`src/rtl/gpu_pkg.sv`:
```
// Shared GPU definitions: scanline defaults, colour constants and scanout state encoding.
package gpu_pkg;

    localparam int unsigned LINE_WIDTH_DEFAULT = 240;
    localparam logic [15:0] WHITE_BGR555       = 16'h7FFF;

    typedef enum logic [1:0] {
        ST_IDLE  = 2'd0,
        ST_FETCH = 2'd1,
        ST_DRAIN = 2'd2
    } scan_state_t;

endpackage

```
`src/rtl/scanout_skid.sv`:
```
// Two-entry skid FIFO with valid/ready on both sides; head entry drives out_data directly.
module scanout_skid
    import gpu_pkg::*;
#(
    parameter int unsigned WIDTH = 25
) (
    input  logic             clk,
    input  logic             resetn,
    input  logic             in_valid,
    output logic             in_ready,
    input  logic [WIDTH-1:0] in_data,
    output logic             out_valid,
    input  logic             out_ready,
    output logic [WIDTH-1:0] out_data,
    output logic [1:0]       count
);

    logic [WIDTH-1:0] head, tail;
    logic             push, pop;

    assign in_ready  = (count != 2'd2);
    assign out_valid = (count != 2'd0);
    assign out_data  = head;
    assign push      = in_valid & in_ready;
    assign pop       = out_valid & out_ready;

    always_ff @(posedge clk or negedge resetn) begin
        if (!resetn) begin
            head  <= '0;
            tail  <= '0;
            count <= 2'd0;
        end else begin
            case ({push, pop})
                2'b10: begin
                    if (count == 2'd0) head <= in_data;
                    else               tail <= in_data;
                    count <= count + 2'd1;
                end
                2'b01: begin
                    if (count == 2'd2) head <= tail;
                    count <= count - 2'd1;
                end
                2'b11: begin
                    if (count == 2'd1) begin
                        head <= in_data;
                    end else begin
                        head <= tail;
                        tail <= in_data;
                    end
                end
                default: ;
            endcase
        end
    end

endmodule

```
`src/rtl/line_scanout.sv`:
```
// Streams one scanline from a double-buffered line RAM to a valid/ready pixel port.
// Optional macro LINE_SCANOUT_BLANK_EN adds force_blank (white line, sampled on start).
module line_scanout
    import gpu_pkg::*;
#(
    parameter int unsigned LINE_WIDTH = LINE_WIDTH_DEFAULT,
    parameter int unsigned ADDR_WIDTH = 8,
    parameter int unsigned DATA_WIDTH = 16
) (
    input  logic                  clk,
    input  logic                  resetn,
    input  logic                  start,
    input  logic                  buf_sel,
`ifdef LINE_SCANOUT_BLANK_EN
    input  logic                  force_blank,
`endif
    output logic [ADDR_WIDTH:0]   raddr,
    input  logic [DATA_WIDTH-1:0] rdata,
    output logic                  pix_valid,
    input  logic                  pix_ready,
    output logic [DATA_WIDTH-1:0] pix_data,
    output logic [ADDR_WIDTH-1:0] pix_x,
    output logic                  pix_last,
    output logic                  busy,
    output logic                  done
);

    localparam int unsigned           FW       = DATA_WIDTH + ADDR_WIDTH + 1;
    localparam logic [ADDR_WIDTH-1:0] LAST_IDX = ADDR_WIDTH'(LINE_WIDTH - 1);

    scan_state_t           state, state_nxt;
    logic [ADDR_WIDTH-1:0] rd_idx, idx_issue, inflight_x;
    logic [ADDR_WIDTH:0]   raddr_q;
    logic                  half_q, half_issue, blank_q, blank_nxt, blank_in;
    logic                  issue, inflight, inflight_last, accept, room;
    logic [1:0]            fifo_count;
    logic [2:0]            occ;
    logic                  fifo_in_ready, fifo_out_valid;
    logic [FW-1:0]         fifo_in, fifo_out;
    logic [DATA_WIDTH-1:0] push_data;

`ifdef LINE_SCANOUT_BLANK_EN
    assign blank_in = force_blank;
`else
    assign blank_in = 1'b0;
`endif

    assign accept = pix_valid & pix_ready;
    // Occupancy is taken after this cycle's pop so a steady ready sustains one read per cycle.
    assign occ  = {1'b0, fifo_count} + {2'b00, inflight} - {2'b00, accept};
    assign room = (occ < 3'd2);

    always_ff @(posedge clk or negedge resetn) begin
        if (!resetn) state <= ST_IDLE;
        else         state <= state_nxt;
    end

    always_comb begin
        state_nxt  = state;
        issue      = 1'b0;
        idx_issue  = rd_idx;
        half_issue = half_q;
        blank_nxt  = blank_q;
        case (state)
            ST_IDLE: begin
                if (start) begin
                    issue      = 1'b1;
                    idx_issue  = '0;
                    half_issue = buf_sel;
                    blank_nxt  = blank_in;
                    state_nxt  = (LINE_WIDTH == 1) ? ST_DRAIN : ST_FETCH;
                end
            end
            ST_FETCH: begin
                if (room) begin
                    issue = 1'b1;
                    if (rd_idx == LAST_IDX) state_nxt = ST_DRAIN;
                end
            end
            ST_DRAIN: begin
                if (accept && pix_last) state_nxt = ST_IDLE;
            end
            default: state_nxt = ST_IDLE;
        endcase
    end

    // The first read goes out in the start cycle itself, giving pixel 0 two cycles after start.
    assign raddr = issue ? {half_issue, idx_issue} : raddr_q;

    always_ff @(posedge clk or negedge resetn) begin
        if (!resetn) begin
            rd_idx        <= '0;
            raddr_q       <= '0;
            half_q        <= 1'b0;
            blank_q       <= 1'b0;
            inflight      <= 1'b0;
            inflight_x    <= '0;
            inflight_last <= 1'b0;
            done          <= 1'b0;
        end else begin
            half_q   <= half_issue;
            blank_q  <= blank_nxt;
            inflight <= issue;
            done     <= accept & pix_last;
            if (issue) begin
                raddr_q       <= {half_issue, idx_issue};
                rd_idx        <= idx_issue + ADDR_WIDTH'(1);
                inflight_x    <= idx_issue;
                inflight_last <= (idx_issue == LAST_IDX);
            end
        end
    end

    assign push_data = blank_q ? DATA_WIDTH'(WHITE_BGR555) : rdata;
    assign fifo_in   = {inflight_last, inflight_x, push_data};

    scanout_skid #(.WIDTH(FW)) u_skid (
        .clk       (clk),
        .resetn    (resetn),
        .in_valid  (inflight & fifo_in_ready),
        .in_ready  (fifo_in_ready),
        .in_data   (fifo_in),
        .out_valid (fifo_out_valid),
        .out_ready (pix_ready),
        .out_data  (fifo_out),
        .count     (fifo_count)
    );

    assign pix_valid = fifo_out_valid;
    assign pix_data  = fifo_out[DATA_WIDTH-1:0];
    assign pix_x     = fifo_out[DATA_WIDTH +: ADDR_WIDTH];
    assign pix_last  = fifo_out_valid & fifo_out[FW-1];
    assign busy      = (state != ST_IDLE);

endmodule

```
`config.mk`:
```
export PLATFORM = sky130hd
export DESIGN_NAME = line_scanout
export DESIGN_NICKNAME = d
export VERILOG_FILES = /design/src/rtl/gpu_pkg.sv /design/src/rtl/scanout_skid.sv /design/src/rtl/line_scanout.sv
export SDC_FILE = /design/constraint.sdc
export NUM_CORES = 1
export LEC_CHECK = 0
export ABC_AREA = 1
export BUFFER_PORTS_ARGS = -buffer_cell sky130_fd_sc_hd__buf_2
export CORE_MARGIN = 2
export CORE_UTILIZATION = 55
export DETAILED_ROUTE_END_ITERATION = 8
export GPL_ROUTABILITY_DRIVEN = 0
export PLACE_DENSITY_LB_ADDON = 0.1
export SETUP_SLACK_MARGIN = 0.3
export SLEW_MARGIN = 20
export SYNTH_ARGS = -nofsm -noshare
export SYNTH_HDL_FRONTEND = slang
export SYNTH_SLANG_ARGS = --single-unit
```
`constraint.sdc`:
```
create_clock -name clk -period 4.2 [get_ports clk]
set_input_delay 0.63 -clock clk [delete_from_list [all_inputs] [get_ports clk]]
set_output_delay 0.63 -clock clk [all_outputs]
set_load 0.02 [all_outputs]
```
==> reports/qor.yml <==
die_y_um: 90.3
route.met2.wl_mm: 3.80
clk_pin_slew_ns: 0.08
grt_pass1_vias: 2948
wirelength_mm: 8.02
path_max_fanout: 5
p_per_area_nw_per_um2: 738
cts_buffers: 9
layout_common_cells: "nand2_1 (116), dfrtp_1 (82), o21ai_0 (68)"
route.detailed.drc: 0
final_common_cell: "nand2_1"
syn_inst: 492
area_growth_pct: 10.8
setup_violations: 0
num_vias: 3185
detail_route.wl_per_cell_um: 12.8
slew_headroom: 0.306
dr.pass1.iters: 5
synth.distinct_cells: 29
clk_latency_ns: 0.36
io_pins: 58
cts_max_path_buffers: 2
required_ns: 3.57
reg2regPathDepth: 13
grt_pass1_wl_mm: 13.4
arrival_ns: 3.14
antenna_found_initial: 0
critPathCaptureType: "primary output"
initial_core_util: 0.565
drtIter0Drc: 171
synth-edff-count: 0
ir_worst_vdd_v: 0.000338
slowest_delay_ns: 0.57
core_um2: 7250
nNetsFinal: 554
status: "finished, final reports clean"
syn-cell-area_um2: 4100
finish.utilization: 0.626
maxCapViolCount: 0
crit_family: "adder cells"
period_minus_slack_ns: 3.77
instances_no_fill: 627
cts_root_buffer: "clkbuf_8"
grt_start_max_net_pins: 84
tightest_slew_ns: 1.04
synthArstFlopShare: 1.00
cts_tree: "done"
crit_path_cell_trace: "inv_2 > ha_2 > inv_2 > nand2_2 > inv_2 > ha_1 > or2_2 > fa_2 > nand4_4 > nor2_2 > inv_1 > nand2_1 > buf_2"
syn_nets: 523
setup-tns-final_ns: 0
io_buffers: 57
slowest_stage: "fa_2"
dp.cells: 605
grt_use_total: 0.201
drive_gt1_frac: 0.197
dieArea_um2: 8160
syn_avg_cell_area_um2: 8.33
period_share: 0.898
yosysSeqAreaShare: 0.507
die-width_um: 90.3
hold_viol_final: 0
htree_levels: 3
hpwlAfterDp_mm: 4.98
p_leak_nw: 2.33
wl_met1_mm: 3.75
worstSetupPathDepth: 13
synth_seq_cells: 83
grt_setup_unrepaired: "no"
worst-setup-path-type: "flop to primary output"
vias_per_cell: 5.08
diodes: 0
routed-wl-met3_um: 348
grt-ovfl-total: 0
cts_sinks: 83
ys_warn_count: 0
path_buf_inv: 5
cpMostUsedCell: "inv_2"
start_kind: "flop"
synth-main-ff-cell: "dfrtp_1"
ant_nets: 0
rows: 31
finClkSkew_ns: 0.00937
min_path_type: "input port to async pin"
fmax_mhz: 265
top_layer_used: "met4"
slew_violations: 0
sequential cells by signal (all words and copies together) (netlist names), 2 cells and up:
signal	cells
u_skid.tail	25
state	2
u_skid.out_data	25
inflight_x	8
raddr_q	9
rd_idx	8
u_skid.count	2
power by group:
group	switching, mW	leakage [nW]	internal [mW]
sequential	0.137	1.08	1.07
clock	0.297	0.0995	0.296
combinational	1.05	1.15	0.505
total	1.48	2.33	1.87
final cells by class:
type	instances	area (µm²)
Multi-Input combinational cell	291	1510
Sequential cell	83	2080
Tap cell	99	124
Clock inverter	6	71.3
Inverter	75	287
Timing Repair Buffer	63	337
Clock buffer	10	138
Fill cell	660	2710
stage by stage:
| stage | hold WS, ns | power [mW] | cell area (µm²) | setup slack (ns) |
|---|---|---|---|---|
| after floorplan | 0.334 | 2.41 | 4100 | 0.617 |
| after global placement | 0.446 | 2.56 | 4230 | 0.617 |
| after detailed placement | 0.452 | 2.61 | 4230 | 0.510 |
| after CTS | 0.474 | 3.23 | 4460 | 0.308 |
| after global routing | 0.376 | 3.62 | 4540 | 0.295 |
| final | 0.292 | 3.35 | 4540 | 0.430 |
worst paths after layout:
kind / startpoint / to / slack, ns
max in group asynchronous: resetn / u_skid.count[1] / 3.35
min in group clk: raddr_q[4] / raddr_q[4] / 0.47
hold reg to reg: raddr_q[4] / raddr_q[4] / 0.47
setup reg to reg: u_skid.count[1] / u_skid.out_data[5] / 1.26
setup / recovery: u_skid.count[1] / raddr[0] / 0.43
hold / removal: resetn / u_skid.out_data[1] / 0.29
timing repair:
action | CTS | global route
hold buffers | 0 | 0
buffers inserted | 0 | 4
gates cloned | 0 | 2
pin swaps | 0 | 2
setup endpoints to repair | 9 | 9
gates resized for setup | 2 | 8
kinds of logic (layout without fill, tap and decap cells):
| family | after synthesis | in the layout | share of synthesized area |
|---|---|---|---|
| flops | 83 | 83 | 0.507 |
| fa+ha+maj | 10 | 10 | 0.0324 |
| buf+inv | 120 | 154 | 0.145 |
| compound gates | 92 | 92 | 0.116 |
| xor+xnor | 3 | 3 | 0.00641 |
| simple gates | 184 | 186 | 0.194 |
layer usage:
layer / global-route usage / up-vias
li1: - / 1584
met4: 0.0744 / 0
met5: 0 / -
met2: 0.323 / 76
met3: 0.0351 / 13
met1: 0.275 / 1512
synthesized netlist by cell type (2+ instances only):
cell type,count,area [µm²]
xnor2_1,2,17.5
ha_1,9,113
nor2_1,16,60.1
o21ai_1,20,100
a21oi_1,2,10.0
buf_6,4,45.0
nand2_1,117,439
buf_4,26,195
o21ai_0,68,340
nand3_1,40,200
dfrtp_1,83,2080
clkbuf_1,4,15.0
inv_2,6,22.5
inv_1,68,255
buf_2,11,55.1
nor3_1,2,10.0
nand2_2,2,12.5
Note: power is estimated with default switching activity, not from simulation.
